## config.mk

```make
export PLATFORM = sky130hd
export DESIGN_NAME = commit_id_alloc
export DESIGN_NICKNAME = d
export VERILOG_FILES = /design/src/rtl/commit_id_alloc.sv
export SDC_FILE = /design/constraint.sdc
export NUM_CORES = 1
export LEC_CHECK = 0
export ABC_AREA = 1
export BUFFER_PORTS_ARGS = -buffer_cell sky130_fd_sc_hd__clkbuf_2
export CAP_MARGIN = 10
export CORE_UTILIZATION = 33
export DETAILED_ROUTE_END_ITERATION = 6
export GPL_TIMING_DRIVEN = 0
export PLACE_DENSITY_LB_ADDON = 0.05
export SLEW_MARGIN = 20
export SYNTH_ARGS = -nofsm -noshare
export SYNTH_HDL_FRONTEND = slang
export SYNTH_SLANG_ARGS = --single-unit
```

## constraint.sdc

```tcl
create_clock -name clk -period 8.05 [get_ports clk]
set_clock_uncertainty 0.15 [all_clocks]
set_input_delay 1.61 -clock clk [delete_from_list [all_inputs] [get_ports clk]]
set_output_delay 1.61 -clock clk [all_outputs]
set_load 0.01 [all_outputs]
```

## src/rtl/commit_id_alloc.sv

```systemverilog
// Dual-lane commit-ID allocator: hands out up to two free IDs per cycle from a 2^ID_WIDTH pool,
// stamps issued instructions with a running timestamp, and reclaims IDs from two commit ports.
module commit_id_alloc #(
    parameter int unsigned ID_WIDTH = 3,
    parameter int unsigned TS_WIDTH = 32
) (
    input  logic                clk,
    input  logic                rst,
    input  logic                inst1_req_i,
    input  logic                inst2_req_i,
    input  logic                hold_i,
    input  logic                commit_valid_i,
    input  logic [ID_WIDTH-1:0] commit_id_i,
    input  logic                commit_valid2_i,
    input  logic [ID_WIDTH-1:0] commit_id2_i,
    output logic                inst1_gnt_o,
    output logic                inst2_gnt_o,
    output logic [ID_WIDTH-1:0] inst1_commit_id_o,
    output logic [ID_WIDTH-1:0] inst2_commit_id_o,
    output logic [TS_WIDTH-1:0] inst1_timestamp_o,
    output logic [TS_WIDTH-1:0] inst2_timestamp_o,
    output logic                issue_stall_o,
    output logic [ID_WIDTH:0]   free_cnt_o,
    output logic                release_err_o
);

    localparam int unsigned N  = 1 << ID_WIDTH;
    localparam int unsigned CW = ID_WIDTH + 1;

    logic [N-1:0]        busy_q, busy_d;
    logic [TS_WIDTH-1:0] ts_q, ts_d;
    logic [CW-1:0]       free_q, free_d;
    logic                err_q, err_d;

    logic [ID_WIDTH-1:0] id_a, id_b, id2;
    logic                found_a, found_b;
    logic                have_one, have_two;
    logic                gnt1, gnt2;
    logic [N-1:0]        alloc_mask, rel_mask;
    logic                err_set;

    function automatic logic [CW-1:0] popcount(input logic [N-1:0] m);
        logic [CW-1:0] cnt;
        cnt = '0;
        for (int i = 0; i < N; i++) begin
            cnt = cnt + CW'(m[i]);
        end
        return cnt;
    endfunction

    // Lowest and second-lowest free IDs, taken from the registered bitmap only.
    always_comb begin
        id_a    = '0;
        id_b    = '0;
        found_a = 1'b0;
        found_b = 1'b0;
        for (int i = 0; i < N; i++) begin
            if (!busy_q[i]) begin
                if (!found_a) begin
                    found_a = 1'b1;
                    id_a    = ID_WIDTH'(i);
                end else if (!found_b) begin
                    found_b = 1'b1;
                    id_b    = ID_WIDTH'(i);
                end
            end
        end
    end

    always_comb begin
        have_one = (free_q != '0);
        have_two = (free_q >= CW'(2));
        gnt1     = ~rst & inst1_req_i & ~hold_i & have_one;
        // Lane 2 only issues behind a granted lane 1 (in-order), or alone.
        if (inst1_req_i) begin
            gnt2 = ~rst & inst2_req_i & ~hold_i & have_two & gnt1;
        end else begin
            gnt2 = ~rst & inst2_req_i & ~hold_i & have_one;
        end
        id2 = inst1_req_i ? id_b : id_a;
    end

    always_comb begin
        alloc_mask = '0;
        rel_mask   = '0;
        if (gnt1) begin
            alloc_mask[id_a] = 1'b1;
        end
        if (gnt2) begin
            alloc_mask[id2] = 1'b1;
        end
        if (commit_valid_i && busy_q[commit_id_i]) begin
            rel_mask[commit_id_i] = 1'b1;
        end
        if (commit_valid2_i && busy_q[commit_id2_i]) begin
            rel_mask[commit_id2_i] = 1'b1;
        end
        err_set = (commit_valid_i & ~busy_q[commit_id_i])
                | (commit_valid2_i & ~busy_q[commit_id2_i])
                | (commit_valid_i & commit_valid2_i & (commit_id_i == commit_id2_i));
    end

    always_comb begin
        busy_d = (busy_q | alloc_mask) & ~rel_mask;
        free_d = free_q - popcount(alloc_mask) + popcount(rel_mask);
        ts_d   = ts_q + TS_WIDTH'(gnt1) + TS_WIDTH'(gnt2);
        err_d  = err_q | err_set;
    end

    always_ff @(posedge clk or posedge rst) begin
        if (rst) begin
            busy_q <= '0;
            ts_q   <= '0;
            free_q <= CW'(N);
            err_q  <= 1'b0;
        end else begin
            busy_q <= busy_d;
            ts_q   <= ts_d;
            free_q <= free_d;
            err_q  <= err_d;
        end
    end

    always_comb begin
        inst1_gnt_o       = gnt1;
        inst2_gnt_o       = gnt2;
        inst1_commit_id_o = id_a;
        inst2_commit_id_o = id2;
        inst1_timestamp_o = ts_q;
        inst2_timestamp_o = ts_q + TS_WIDTH'(gnt1);
        issue_stall_o     = ~hold_i & ((inst1_req_i & ~gnt1) | (inst2_req_i & ~gnt2));
        free_cnt_o        = free_q;
        release_err_o     = err_q;
    end

    // The free counter is a shadow of the bitmap; any drift means a lost or double update.
    a_free_matches_busy: assert property (@(posedge clk) disable iff (rst)
        free_q == popcount(~busy_q));
    a_in_order: assert property (@(posedge clk) disable iff (rst)
        !(inst2_gnt_o && inst1_req_i && !inst1_gnt_o));
    a_no_overalloc: assert property (@(posedge clk) disable iff (rst)
        (alloc_mask & busy_q) == '0);

endmodule

```

==> impl_metrics.tcl, run 1 <==
set metrics [dict create \
    avgRoutedWirePerCell_um 16.0 \
    netlist_area_um2 4760 \
    leakagePower_nw 3.14 \
    ys_async_sr_fraction 1.00 \
    fmax_mhz 149 \
    antenna_found_initial 0 \
    synthTopCellsByArea "dfrtp_1 (23%), nand2_1 (17%), inv_1 (11%)" \
    rows 43 \
    clkLatencyLatePin_ps 310 \
    ys_types 41 \
    cp.arrival_ps 6760 \
    htreeDepth 2 \
    synth_warnings 0 \
    drive_above_1_share 0.179 \
    fin_crit_sh 0.836 \
    cts-resized-gates 0 \
    outcome "complete, no violations" \
    dp_hpwl_mm 13.8 \
    slew_violations 0 \
    regToRegStartpoint "busy_q[0]" \
    track_usage 0.233 \
    coreArea_um2 14000 \
    antennaDiodeCount 0 \
    start_kind "input pin" \
    timing.slew.headroom 0.385 \
    criticalPathCategory "input pin to flip-flop" \
    cp_max_fo 6 \
    finalNetCount 894 \
    crit_start "inst1_req_i" \
    rsz0062_at_grt "no" \
    period_needed_ps 6730 \
    worstMarginPinSlew_ps 915 \
    finalSetupViolCount 0 \
    die_h_um 122 \
    grt_pass1_vias 5078 \
    final_util 0.398 \
    critPathSlowestCell "nor4_1" \
    ant_nets 0 \
    wl_mm 16.6 \
    synth-edff-count 0 \
    synthesis.nets 801 \
    cts-hold-fix-buffers 0 \
    dr.pass1.iters 5 \
    hold_path_class "flip-flop to flip-flop" \
    drv_cap 0 \
    power_density_nw_per_um2 335 \
    drt_iter0_drc 260 \
    die_area_um2 14900 \
    ios 91 \
    cts_sinks 45 \
    synth_top_cell_area_share 0.231 \
    synthFlopType "dfrtp_1" \
    tns_ps 0 \
    place.port_buffers 86 \
    syn_to_final_growth_pct 16.8 \
    end_kind "flip-flop" \
    yosysTopAreaCell "dfrtp_1" \
    grt_max_degree 47 \
    avgSynthCellArea_um2 6.24 \
    cts_buffers 5 \
    crit_chain "clkbuf_2, inv_1, nor4_1, inv_1, nor2_1, nand2_1, and2_1, fa_1, inv_1, fa_1, inv_1, fa_1, fa_1, inv_1, fa_1, inv_1, ha_1, fa_1" \
    start_util 0.341 \
    clk_pin_slew_ps 70 \
    syn_inst 763 \
    root_buffer "clkbuf_16" \
    cts.path.max_buffers 2 \
    vias 5155 \
    postCtsSetupRepairBufs 0 \
    cts_tree "done" \
    min_from "release_err_o" \
    ys_ff_latch 45 \
    drc 0 \
    peakVddDrop_mv 0.211 \
    gp_congestion 0.937 \
    die_x_um 122 \
    grt_first_pass_wirelength_mm 25.8 \
    worstPathRequired_ps 8070 \
    via_per_inst 4.97 \
    hold_viol 0 \
    critPathMaxStageDelay_ps 820 \
    ys_seq_area_frac 0.237 \
    overflow 0 \
]
synth_stat cells, types with 5 or more instances:
library cell	count
a21oi_1	7
dfrtp_1	44
fa_1	13
ha_1	12
inv_1	135
inv_2	7
nand2_1	216
nand2_2	16
nand3_1	78
nand4_1	17
nor2_1	90
nor2_2	16
nor2_4	8
nor3_1	26
o21ai_0	13
o21ai_1	5
xor2_1	21
cell type report:
type	instances	area (um^2)
Clock buffer	7	133
Sequential cell	45	1130
Fill cell	1570	8430
Inverter	143	539
Clock inverter	1	7.51
Buffer	5	20.0
Multi-Input combinational cell	570	3080
Timing Repair Buffer	86	430
Tap cell	180	225
worst max-delay path: cells and delay by family:
family | cells | cell delay (ps)
adders and majority gates | 7 | 3010
buffers and inverters | 7 | 750
and+or+nand+nor | 4 | 1370
cell families after synthesis:
kind of cell               Yosys count  share of synthesized area
buffers and inverters              148                      0.117
xor gates and xnor gates            26                     0.0517
adders and majority gates           25                     0.0861
and+or+nand+nor                    485                      0.468
DFF                                 45                      0.237
AOI/OAI and AO/OA                   34                     0.0410
placed cells by master, fill, tap and decap left out, drive strengths merged:
cell type,synthesis,routed
dfrtp,44,44
fa,13,13
o21ai,18,18
xnor2,4,4
o21bai,1,1
o41ai,1,1
clkinv,1,1
xor2,22,22
nand3,79,79
a2111o,1,1
dfstp,1,1
inv,142,142
or2,3,3
nor2,114,114
nor4,2,2
nand3b,4,4
nor3,30,30
clkbuf,2,95
buf,3,3
nand2,233,233
a22oi,1,1
o22ai,3,3
and2,3,3
a22o,1,1
o31ai,1,1
nand4,17,17
a21oi,7,7
ha,12,12
clkinvlp,0,1
sequential cells by signal, indices dropped and copies added (netlist names):
register	count
inst1_timestamp_o	32
busy_q	8
free_cnt_o	4
release_err_o	1
final timing paths:
kind	slack, ps	cells past startpoint	endpoint
setup / recovery	1320	18	free_cnt_o[2]
hold reg to reg	320	2	release_err_o
setup reg to reg	2330	22	free_cnt_o[2]
max in group asynchronous	6080	2	inst1_timestamp_o[23]
hold / removal	320	2	release_err_o
min in group asynchronous	1250	2	inst1_timestamp_o[29]
power by group:
group / internal [mW] / total [mW] / switching, mW
logic: 0.427 / 1.25 / 0.824
registers: 0.304 / 0.394 / 0.0906
clock network: 0.116 / 0.220 / 0.104
total: 0.847 / 1.87 / 1.02
through the flow:
stage	setup slack [ps]	hold WS, ps	cells	total power, mW	area [um^2]
floorplan	1210	349	763	1.27	4760
global placement	81.1	299	1029	1.63	5420
detailed placement	864	306	1029	1.64	5420
CTS	1160	323	1037	1.87	5560
global route	922	351	1037	2.06	5560
finish	1320	319	1037	1.87	5560
metal layers:
layer	track usage	share of wire	vias up
li1	-	-	2568
met2	0.437	0.51	148
met5	0	0	-
met1	0.260	0.41	2407
met4	0.105	0.034	0
met3	0.0281	0.042	32
(Power assumes the default switching activity.)
==> run 2, diff against run 1 <==
Settings changed: ABC_AREA 1 to 0.
Clock period 8.05 ns to 7 ns, I/O delays scaled along.
==> run 2 against run 1 <==
Combinational power shrank 28%. Sequential power is 5% lower. Sequential cell count unchanged. Clock power is 42% higher. Area after synthesis fell by 8.3%. Via count is 19% lower. Worst setup slack worse by 660 ps. Critical path type unchanged. Highest routed layer unchanged. Core utilization up 1.1 points. Total power down 15%. Non-clock buffer count up 25. First-iteration DRC count up 17%.
==> impl_metrics.tcl, run 2 <==
set metrics [dict create \
    regToRegStartpoint "busy_q[0]" \
    min_to "release_err_o" \
    outcome "complete, no violations" \
    largest_reg_flops 32 \
    die_area_um2 13700 \
    peakVddDrop_mv 0.350 \
    start_util 0.342 \
    end_kind "flip-flop" \
    clk_pin_slew_ps 60 \
    rows 41 \
    root_buffer "clkbuf_16" \
    antenna_found_initial 0 \
    finalPower_mw 1.59 \
    combPwrFrac 0.567 \
    syn_to_final_growth_pct 19.4 \
    cts-hold-fix-buffers 0 \
    final_common_cell "clkbuf_2" \
    coreArea_um2 12800 \
    power_density_nw_per_um2 304 \
    drv_cap 0 \
    synth_warnings 0 \
    drt_iter0_drc 303 \
    period_needed_ps 6350 \
    track_usage 0.203 \
    netlist_area_um2 4370 \
    rsz0062_at_grt "no" \
    synthFlopType "dfrtp_1" \
    swShare 0.438 \
    place.port_buffers 84 \
    hold_viol 0 \
    criticalPathCategory "input pin to flip-flop" \
    cp.arrival_ps 6360 \
    cts_sinks 45 \
    yosysMostFrequentCell "nand2_1" \
    hold-path-cell-count 1 \
    critPathSlowestCell "fa_1" \
    start_kind "input pin" \
    grt_pass1_vias 4008 \
    cp_max_fo 10 \
    multi_input_area_um2 2920 \
    die_h_um 117 \
    grt_first_pass_wirelength_mm 21.4 \
    min_from "release_err_o" \
    dpl-instance-area_um2 5030 \
    fmax_mhz 158 \
    fin_crit_sh 0.906 \
    finalNetCount 653 \
    yosysTopAreaCell "dfrtp_1" \
    fill_cells 1336 \
    pwr-share-seq 0.236 \
    via_per_inst 5.33 \
    avgSynthCellArea_um2 8.36 \
    avgRoutedWirePerCell_um 16.8 \
    worstMarginPinSlew_ps 766 \
    ys_seq_area_frac 0.258 \
    ys_types 74 \
    p_int_mw 0.893 \
    postCtsSetupRepairBufs 0 \
    dp_hpwl_mm 10.4 \
    ant_nets 0 \
    vias 4201 \
    cpMostUsedCell "fa_1" \
    pwr-share-clk 0.197 \
    syn_inst 523 \
    slew_violations 0 \
    final_cell_mix "clkbuf_2 (85), nand2_1 (53), dfrtp_1 (44), inv_1 (42), xnor2_1 (38)" \
    overflow 0 \
    synthTopCellsByArea "dfrtp_1 (25%), xnor2_1 (7.6%), fa_1 (6.0%)" \
    timing.slew.headroom 0.476 \
    synthesis.nets 561 \
    worst-r2r-cell-count 20 \
    cts_tree "done" \
    crit_chain "clkbuf_1, mux2_2, and3_1, nor4_1, nand2b_1, nor2_1, a22oi_1, fa_1, inv_1, fa_1, fa_1, fa_1, inv_1, fa_1, inv_1, ha_1, fa_1" \
    preCtsSetupSlack_ps 237 \
    htreeDepth 2 \
    finalSetupViolCount 0 \
    gp_congestion 0.908 \
    drc 0 \
    design_area_um2 5220 \
    cts_buffers 5 \
    clkLatencyLatePin_ps 290 \
    cts.path.max_buffers 2 \
    ios 91 \
    grt_max_degree 31 \
    critPathMaxStageDelay_ps 540 \
    die_x_um 117 \
    layout_setup_ws_ps 655 \
    p_sw_mw 0.696 \
    ys_async_sr_fraction 1.00 \
    antennaDiodeCount 0 \
    regToRegSetupSlack_ps 870 \
    regArea_um2 1130 \
    drive_above_1_share 0.208 \
    synth-edff-count 0 \
    final_util 0.408 \
    tns_ps 0 \
    wl_mm 13.2 \
    leakagePower_nw 2.40 \
    yosys-top-cells-count "nand2_1 (53), dfrtp_1 (44), inv_1 (43)" \
    cts-resized-gates 0 \
    synth_top_cell_area_share 0.252 \
    worstPathRequired_ps 7010 \
    hold_path_class "flip-flop to flip-flop" \
    ys_ff_latch 45 \
    dr.pass1.iters 5 \
    r2r-end "free_cnt_o[2]" \
]
==> run 2: how the worst max path moves through the flow <==
stage | from | to | slack, ps | cells past startpoint
after floorplan | commit_id_i[1] | free_cnt_o[3] | 700 | 19
after global placement | commit_id_i[0] | free_cnt_o[2] | 280 | 17
after detailed placement | commit_id_i[0] | free_cnt_o[2] | 240 | 17
after CTS | commit_id_i[0] | free_cnt_o[3] | 550 | 19
after global routing | commit_id_i[0] | free_cnt_o[3] | 240 | 19
final | commit_id_i[0] | free_cnt_o[2] | 650 | 17
==> run 2: stage by stage <==
stage	cells	hold slack (ps)
floorplan	523	367
global placement	779	325
detailed placement	780	336
CTS	788	358
global route	788	379
finish	788	355
==> run 2: power groups by stage <==
| stage | Combinational [mW] | Sequential (mW) | Clock, mW |
|---|---|---|---|
| after floorplan | 0.653 | 0.377 | 0 |
| after global placement | 0.905 | 0.376 | 0 |
| after detailed placement | 0.908 | 0.380 | 0 |
| after CTS | 0.909 | 0.375 | 0.326 |
| after global routing | 1.03 | 0.382 | 0.335 |
| final | 0.901 | 0.375 | 0.313 |
==> run 2: kinds of logic after synthesis <==
group,share of synthesized area
muxes,0.00716
adders and majority gates,0.0962
DFF,0.258
AOI/OAI and AO/OA,0.165
xor gates and xnor gates,0.134
buffers and inverters,0.0730
and+or+nand+nor,0.267
==> run 2: metal layers <==
layer	global-route usage	vias up	part of all wire
li1	-	2037	-
met1	0.291	1993	0.48
met2	0.322	156	0.45
met3	0.0304	15	0.060
met4	0.0456	0	0.011
met5	0	-	0
==> run 2: layout make-up <==
| cell class | count | share of cell area |
|---|---|---|
| timing repair buffer | 85 | 0.0844 |
| sequential | 45 | 0.216 |
| clock buffer | 5 | 0.0240 |
| inverter | 43 | 0.0309 |
| buffer | 31 | 0.0302 |
| multi-input combinational | 404 | 0.561 |
| tap | 172 | 0.0413 |
| clock inverter | 3 | 0.0125 |
==> run 2: critical path: cells and delay by family <==
family	cells	cell delay, ps
adders and majority gates	7	2900
buffers and inverters	4	540
and+or+nand+nor	4	800
muxes	1	380
AOI/OAI and AO/OA	1	310
==> run 3, diff against run 2 <==
Settings changed: RECOVER_POWER from default to 25.
==> run 3 against run 2 <==
The run now ends with capacitance limit, slew limit left. Register-to-register slack about the same. Clock power about the same. Design area down 0.31%. Clock-buffer cell count unchanged. Total power about the same. Sequential cell count unchanged. Critical path type unchanged.
==> impl_metrics.tcl, run 3 (synthesis results as in run 2) <==
set metrics [dict create \
    outcome "complete, but fails checks" \
    violations "capacitance limit, slew limit" \
    grt_max_degree 31 \
    cp_max_fo 10 \
    hold-path-cell-count 1 \
    fill_cells 1338 \
    syn_to_final_growth_pct 19.0 \
    layout_setup_ws_ps 655 \
    min_from "release_err_o" \
    fin_crit_sh 0.906 \
    rsz0062_at_grt "no" \
    end_kind "flip-flop" \
    power_density_nw_per_um2 305 \
    overflow 0 \
    preCtsSetupSlack_ps 237 \
    dpl-instance-area_um2 5030 \
    period_needed_ps 6350 \
    finalPower_mw 1.59 \
    dp_hpwl_mm 10.4 \
    cts-resized-gates 0 \
    instances_no_fill 788 \
    peakVddDrop_mv 0.350 \
    finalNetCount 653 \
    cts.path.max_buffers 2 \
    fmax_mhz 158 \
    final_util 0.407 \
    final_cell_mix "clkbuf_2 (85), nand2_1 (53), dfrtp_1 (44), inv_1 (43), xnor2_1 (38)" \
    start_util 0.342 \
    drv_cap 1 \
    clkLatencyLatePin_ps 290 \
    grt_pass1_vias 4008 \
    worstMarginPinSlew_ps 1730 \
    root_buffer "clkbuf_16" \
    hold_viol 0 \
    timing.slew.headroom -0.150 \
    vias 4219 \
    worst-r2r-cell-count 20 \
    design_area_um2 5200 \
    clk_pin_slew_ps 60 \
    drt_iter0_drc 295 \
    die_x_um 117 \
    via_per_inst 5.35 \
    cts_tree "done" \
    largest_reg_flops 32 \
    dr.pass1.iters 5 \
    coreArea_um2 12800 \
    worstPathRequired_ps 7010 \
    start_kind "input pin" \
    grt_first_pass_wirelength_mm 21.4 \
    regToRegStartpoint "busy_q[0]" \
    place.port_buffers 84 \
    tns_ps 0 \
    crit_start "commit_id_i[0]" \
    leakagePower_nw 2.39 \
    cts-hold-fix-buffers 0 \
    cp.arrival_ps 6360 \
    criticalPathCategory "input pin to flip-flop" \
    track_usage 0.203 \
    final_common_cell "clkbuf_2" \
    slew_violations 31 \
    drive_above_1_share 0.205 \
    die_h_um 117 \
    postCtsSetupRepairBufs 0 \
    die_area_um2 13700 \
    htreeDepth 2 \
    gp_congestion 0.908 \
    cts_buffers 5 \
    finalSetupViolCount 0 \
    avgRoutedWirePerCell_um 16.8 \
    hold_path_class "flip-flop to flip-flop" \
    antennaDiodeCount 0 \
    ios 91 \
    rows 41 \
    dp.cells 780 \
    ant_nets 0 \
    holdWs_ps 355 \
    wl_mm 13.2 \
    antenna_found_initial 0 \
    drc 0 \
    cts_sinks 45 \
]
==> run 3: worst max-delay path, cell delays in order <==
cell and delay (ps):
clkbuf_1 340, mux2_2 380, and3_1 170, nor4_1 370, nand2b_1 180, nor2_1 80
a22oi_1 310, fa_1 470, inv_1 80, fa_1 440, fa_1 490, fa_1 540
inv_1 50, fa_1 400, inv_1 70, ha_1 160, fa_1 400
==> run 3: per-layer routing <==
metal	wire length, um	up-vias	track usage
met1	6380	2001	0.291
met5	0	-	0
li1	-	2038	-
met3	807	17	0.0304
met4	163	0	0.0456
met2	5890	163	0.322
==> run 3: power by group <==
group          internal, mW  switching [mW]
clock network         0.204           0.109
registers             0.325          0.0499
logic                 0.363           0.537
total                 0.892           0.696
==> run 3: final timing paths <==
check / endpoint / slack (ps)
setup / recovery: free_cnt_o[2] / 650
hold / removal: release_err_o / 360
setup reg to reg: free_cnt_o[2] / 870
hold reg to reg: release_err_o / 360
max in group asynchronous: release_err_o / 3650
min in group asynchronous: inst1_timestamp_o[9] / 1030
==> run 3: final cells by class <==
type,count,area [um^2],area share
Multi-Input combinational cell,404,2920,0.562
Sequential cell,45,1130,0.217
Timing Repair Buffer,85,424,0.0816
Tap cell,172,215,0.0414
Inverter,43,161,0.0310
Buffer,31,158,0.0303
Clock buffer,5,125,0.0241
Clock inverter,3,65.1,0.0125
